$ cat config.mk
export PLATFORM = sky130hd
export DESIGN_NAME = hazard_ctrl
export DESIGN_NICKNAME = d
export VERILOG_FILES = /design/src/rtl/hazard_ctrl.sv
export SDC_FILE = /design/constraint.sdc
export NUM_CORES = 1
export LEC_CHECK = 0
export ABC_AREA = 1
export BUFFER_PORTS_ARGS = -buffer_cell sky130_fd_sc_hd__buf_2
export CAP_MARGIN = 20
export CORE_ASPECT_RATIO = 1.25
export CORE_MARGIN = 5
export CORE_UTILIZATION = 52
export DETAILED_ROUTE_END_ITERATION = 8
export PLACE_DENSITY = 0.89
export SYNTH_ARGS = -nofsm -noshare
export SYNTH_HDL_FRONTEND = slang
export SYNTH_SLANG_ARGS = --single-unit
$ cat constraint.sdc
create_clock -name clk -period 2.4 [get_ports clk]
set_clock_uncertainty 0.05 [all_clocks]
set_input_delay 0.12 -clock clk [delete_from_list [all_inputs] [get_ports clk]]
set_output_delay 0.12 -clock clk [all_outputs]
set_load 0.02 [all_outputs]
$ cat src/rtl/hazard_ctrl.sv
// rtl/hazard_ctrl.sv - rv32i pipeline stall/flush sequencer with fetch-hold buffer and stall counter
module hazard_ctrl #(
    parameter int CNT_WIDTH = 32
) (
    input  logic                 clk,
    input  logic                 rst,
    input  logic [4:0]           ID_rs1,
    input  logic [4:0]           ID_rs2,
    input  logic                 ID_uses_rs1,
    input  logic                 ID_uses_rs2,
    input  logic [4:0]           EX_rd,
    input  logic                 EX_is_load,
    input  logic                 EX_redirect,
    input  logic                 imem_read_req,
    input  logic                 imem_resp,
    input  logic [31:0]          imem_rdata,
    input  logic                 dmem_req,
    input  logic                 dmem_resp,
    output logic                 imem_read,
    output logic [31:0]          if_inst,
    output logic                 if_inst_valid,
    output logic                 pc_stall,
    output logic                 IF_ID_stall,
    output logic                 ID_EX_stall,
    output logic                 EX_MEM_stall,
    output logic                 MEM_WB_stall,
    output logic                 IF_ID_flush,
    output logic                 ID_EX_bubble,
    output logic                 MEM_WB_bubble,
    output logic [CNT_WIDTH-1:0] stall_count
);
    typedef enum logic {RUN, HOLD} state_t;

    state_t      state;
    logic [31:0] hold_q;
    logic        dwait;
    logic        iwait;
    logic        freeze;
    logic        loaduse;

    assign dwait   = dmem_req & ~dmem_resp;
    assign iwait   = imem_read & ~imem_resp;
    assign freeze  = dwait | iwait | ((state == HOLD) & dwait);
    assign loaduse = EX_is_load & (EX_rd != 5'd0) &
                     ((ID_uses_rs1 & (ID_rs1 == EX_rd)) | (ID_uses_rs2 & (ID_rs2 == EX_rd)));

    // While holding a fetched word the memory must not be asked for another.
    assign imem_read = (rst || state == RUN) ? imem_read_req : 1'b0;

    always_comb begin
        if_inst       = 32'd0;
        if_inst_valid = 1'b0;
        pc_stall      = 1'b0;
        IF_ID_stall   = 1'b0;
        ID_EX_stall   = 1'b0;
        EX_MEM_stall  = 1'b0;
        MEM_WB_stall  = 1'b0;
        IF_ID_flush   = 1'b0;
        ID_EX_bubble  = 1'b0;
        MEM_WB_bubble = 1'b0;
        if (!rst) begin
            if (state == HOLD) begin
                if_inst       = hold_q;
                if_inst_valid = 1'b1;
            end else begin
                if_inst       = imem_rdata;
                if_inst_valid = imem_resp;
            end
            if (freeze) begin
                pc_stall      = 1'b1;
                IF_ID_stall   = 1'b1;
                ID_EX_stall   = 1'b1;
                EX_MEM_stall  = 1'b1;
                // A pending load must not let WB retire a stale value.
                MEM_WB_stall  = ~dwait;
                MEM_WB_bubble = dwait;
            end else if (EX_redirect) begin
                IF_ID_flush   = 1'b1;
                ID_EX_bubble  = 1'b1;
            end else if (loaduse) begin
                pc_stall      = 1'b1;
                IF_ID_stall   = 1'b1;
                ID_EX_bubble  = 1'b1;
            end
        end
    end

    always_ff @(posedge clk) begin
        if (rst) begin
            state       <= RUN;
            hold_q      <= 32'd0;
            stall_count <= '0;
        end else begin
            if (pc_stall && stall_count != {CNT_WIDTH{1'b1}})
                stall_count <= stall_count + CNT_WIDTH'(1);
            case (state)
                RUN: begin
                    if (imem_resp && dwait) begin
                        hold_q <= imem_rdata;
                        state  <= HOLD;
                    end
                end
                HOLD: begin
                    if (!dwait)
                        state <= RUN;
                end
                default: state <= RUN;
            endcase
        end
    end
endmodule

==> results.sh <==
export IMPL_num_vias=4621
export IMPL_clk_latency_ns=0.36
export IMPL_clock_path_buffers=2
export IMPL_antenna_found_initial=0
export IMPL_reg2reg_slack_ns=0.35
export IMPL_synth_top_area_share=0.3194
export IMPL_hold_viol_final=0
export IMPL_cts_sinks=65
export IMPL_crit_end="IF_ID_stall"
export IMPL_drive_gt1_frac=0.2457
export IMPL_vias_per_cell=5.398
export IMPL_track_usage=0.2477
export IMPL_period_needed_ns=2.077
export IMPL_crit_path_frequent_cell="nand2_1"
export IMPL_yosysTopAreaCell="dfxtp_1"
export IMPL_wl_per_cell_um=13.52
export IMPL_ios=131
export IMPL_syn_inst=634
export IMPL_core_area_um2=7702
export IMPL_fin_crit_sh=0.8655
export IMPL_synth_fp_nets=692
export IMPL_path_depth=7
export IMPL_clock_fmax_mhz=481.4
export IMPL_power_density_nw_per_um2=525.7
export IMPL_portBuffers=130
export IMPL_cts_root_buf="clkbuf_8"
export IMPL_max_cap_violations=0
export IMPL_setup_viol=0
export IMPL_grt_pass1_vias=4378
export IMPL_synth_cell_type_count=31
export IMPL_synth_area_leaders="dfxtp_1 (32%), nand2_1 (13%), a21oi_1 (12%), o21ai_0 (8.0%), inv_1 (6.5%)"
export IMPL_critPathMaxStageDelay_ns=0.33
export IMPL_required_ns=2.23
export IMPL_status="finished clean"
export IMPL_overflow=0
export IMPL_cp_cell_sequence="a21boi_2 -> nand2_1 -> nand2_1 -> nand2_2 -> nand2_4 -> buf_4 -> buf_2"
export IMPL_regToRegStartpoint="stall_count[0]$_SDFFE_PP0P_"
export IMPL_worstMarginPinSlew_ns=0.5401
export IMPL_cts_buffers=9
export IMPL_dp_slack_ns=0.3378
export IMPL_hp_class="input port to flip-flop"
export IMPL_num_antenna_cells=0
export IMPL_worstPathMaxFanout=29
export IMPL_clk_pin_slew_worst_paths_ns=0.08
export IMPL_drc=0
export IMPL_drtIter0Drc=303
export IMPL_syn2layout_area_growth_pct=23.22
export IMPL_holdBufCountCts=7
export IMPL_start_util=0.5289
export IMPL_grt_pass1_wl_um=19220
export IMPL_rows=36
export IMPL_setup_worst_path_class="flip-flop to output pin"
export IMPL_grt_max_degree=71
export IMPL_maxSlewViolCount=0
export IMPL_cp_startpoint="state$_SDFF_PP0_"
export IMPL_min_path_cells=3
export IMPL_firstDrtPassIters=4
export IMPL_syn_area_um2=4074
export IMPL_wirelength_um=11570
export IMPL_crit_slowest_cell="dfxtp_2"
export IMPL_nets=814
export IMPL_cts_resized=0
export IMPL_yosysSeqAreaShare=0.3194
export IMPL_ys_warn_count=0
export IMPL_fin_ws_ns=0.3229
export IMPL_die_x_um=89.17
export IMPL_ant_nets=0
export IMPL_max_slew_margin=0.6399
export IMPL_fin_tns_setup_ns=0
export IMPL_die_area_um2=9715
export IMPL_r2r_cells=9
export IMPL_worst_r2r_endpoint="stall_count[4]$_SDFFE_PP0P_"
export IMPL_ys_seq_elements=65
export IMPL_gp_congestion=0.9704
export IMPL_start_kind="flip-flop"
export IMPL_synth_area_per_cell_um2=6.426
export IMPL_cts_tree="built"
export IMPL_post_cts_repair_setup_buffers=0
export IMPL_cts_max_level=3
export IMPL_crit_arrival_ns=1.91
export IMPL_power_leakage_nw=2.254
export IMPL_endpoint_kind="output pin"
export IMPL_dpl_hpwl_um=8469
export IMPL_critPathBufInv=2
export IMPL_peakVddDrop_v=0.0004213
export IMPL_die_h_um=109.0
export IMPL_rsz0062_at_grt="no"
export IMPL_path_delay_family="simple AND/OR/NAND/NOR gates"
==> synth_stat cells, drive strengths merged <==
library cell  count
clkinv            1
nand4             4
nor3              7
xnor2             4
nand3b           10
nor2b             1
ha                1
and3              1
clkbuf           22
o21ai            65
xor2             11
nand2           144
a21oi            95
buf              12
inv              75
nor2             67
a21boi            1
dfxtp            65
o211ai            1
nand3            47
==> worst min-delay path by stage <==
stage	start	endpoint
after floorplan	imem_rdata[0]	hold_q[0]$_SDFFE_PP0P_
after global placement	imem_rdata[12]	hold_q[12]$_SDFFE_PP0P_
after detailed placement	imem_rdata[18]	hold_q[18]$_SDFFE_PP0P_
after CTS	imem_rdata[21]	hold_q[21]$_SDFFE_PP0P_
after global routing	imem_rdata[1]	hold_q[1]$_SDFFE_PP0P_
final	imem_rdata[2]	hold_q[2]$_SDFFE_PP0P_
==> per-stage QoR <==
| step | std cells | hold slack [ns] | utilization | instance area [um2] | total power, mW |
|---|---|---|---|---|---|
| after floorplan | 634 | 0.2633 | - | 4074 | 1.381 |
| after global placement | 833 | 0.3540 | 0.6111 | 4707 | 1.486 |
| after detailed placement | 833 | 0.3696 | 0.6111 | 4707 | 1.501 |
| after CTS | 856 | 0.0004809 | 0.6517 | 5020 | 2.645 |
| after global routing | 856 | 0.02319 | 0.6517 | 5020 | 2.742 |
| final | 856 | 0.01129 | 0.6517 | 5020 | 2.639 |
==> cells by family after synthesis <==
group           Yosys count  share of synthesized area
simple gates            281                     0.3243
buf+inv                 110                     0.1189
xor+xnor                 15                    0.03225
flops                    65                     0.3194
compound gates          162                     0.2021
fa+ha+maj                 1                   0.003071
==> layout by cell type (no fill, tap or decap), drive strengths merged, types with 3 or more instances in the layout <==
cell type and count:
a21oi 95, buf 138, bufinv 3, clkbuf 9, clkinv 3, dfxtp 65
dlygate4sd3 7, inv 75, nand2 144, nand3 47, nand3b 10, nand4 4
nor2 67, nor3 7, o21ai 65, xnor2 4, xor2 11
==> sequential cells by signal, indices dropped and copies added, names as in the netlist <==
register     flops
hold_q          32
stall_count     32
state            1
==> metal layers <==
| metal | GRT usage | routed length (um) |
|---|---|---|
| met1 | 0.2902 | 4594 |
| met2 | 0.4104 | 5567 |
| met3 | 0.06349 | 1031 |
| met4 | 0.1277 | 378 |
| met5 | 0 | 0 |
==> area by class of cell <==
type,count,area (um2)
clock buffer,9,123.9
fill,615,2683
sequential,65,1303
timing repair buffer,145,780.7
clock inverter,7,118.9
multi-input combinational,459,2288
tap,95,118.9
inverter,76,286.5
==> worst min-delay path, stage by stage <==
cell and delay [ns]:
buf_2 0.09, o21ai_0 0.07, a21oi_1 0.10
==> power by group <==
part / total, mW / internal (mW) / switching [mW]
combinational: 0.371 / 0.130 / 0.242
clock: 1.15 / 0.689 / 0.461
sequential: 1.12 / 1.11 / 0.00948
Power figures use the tool's default switching activity.
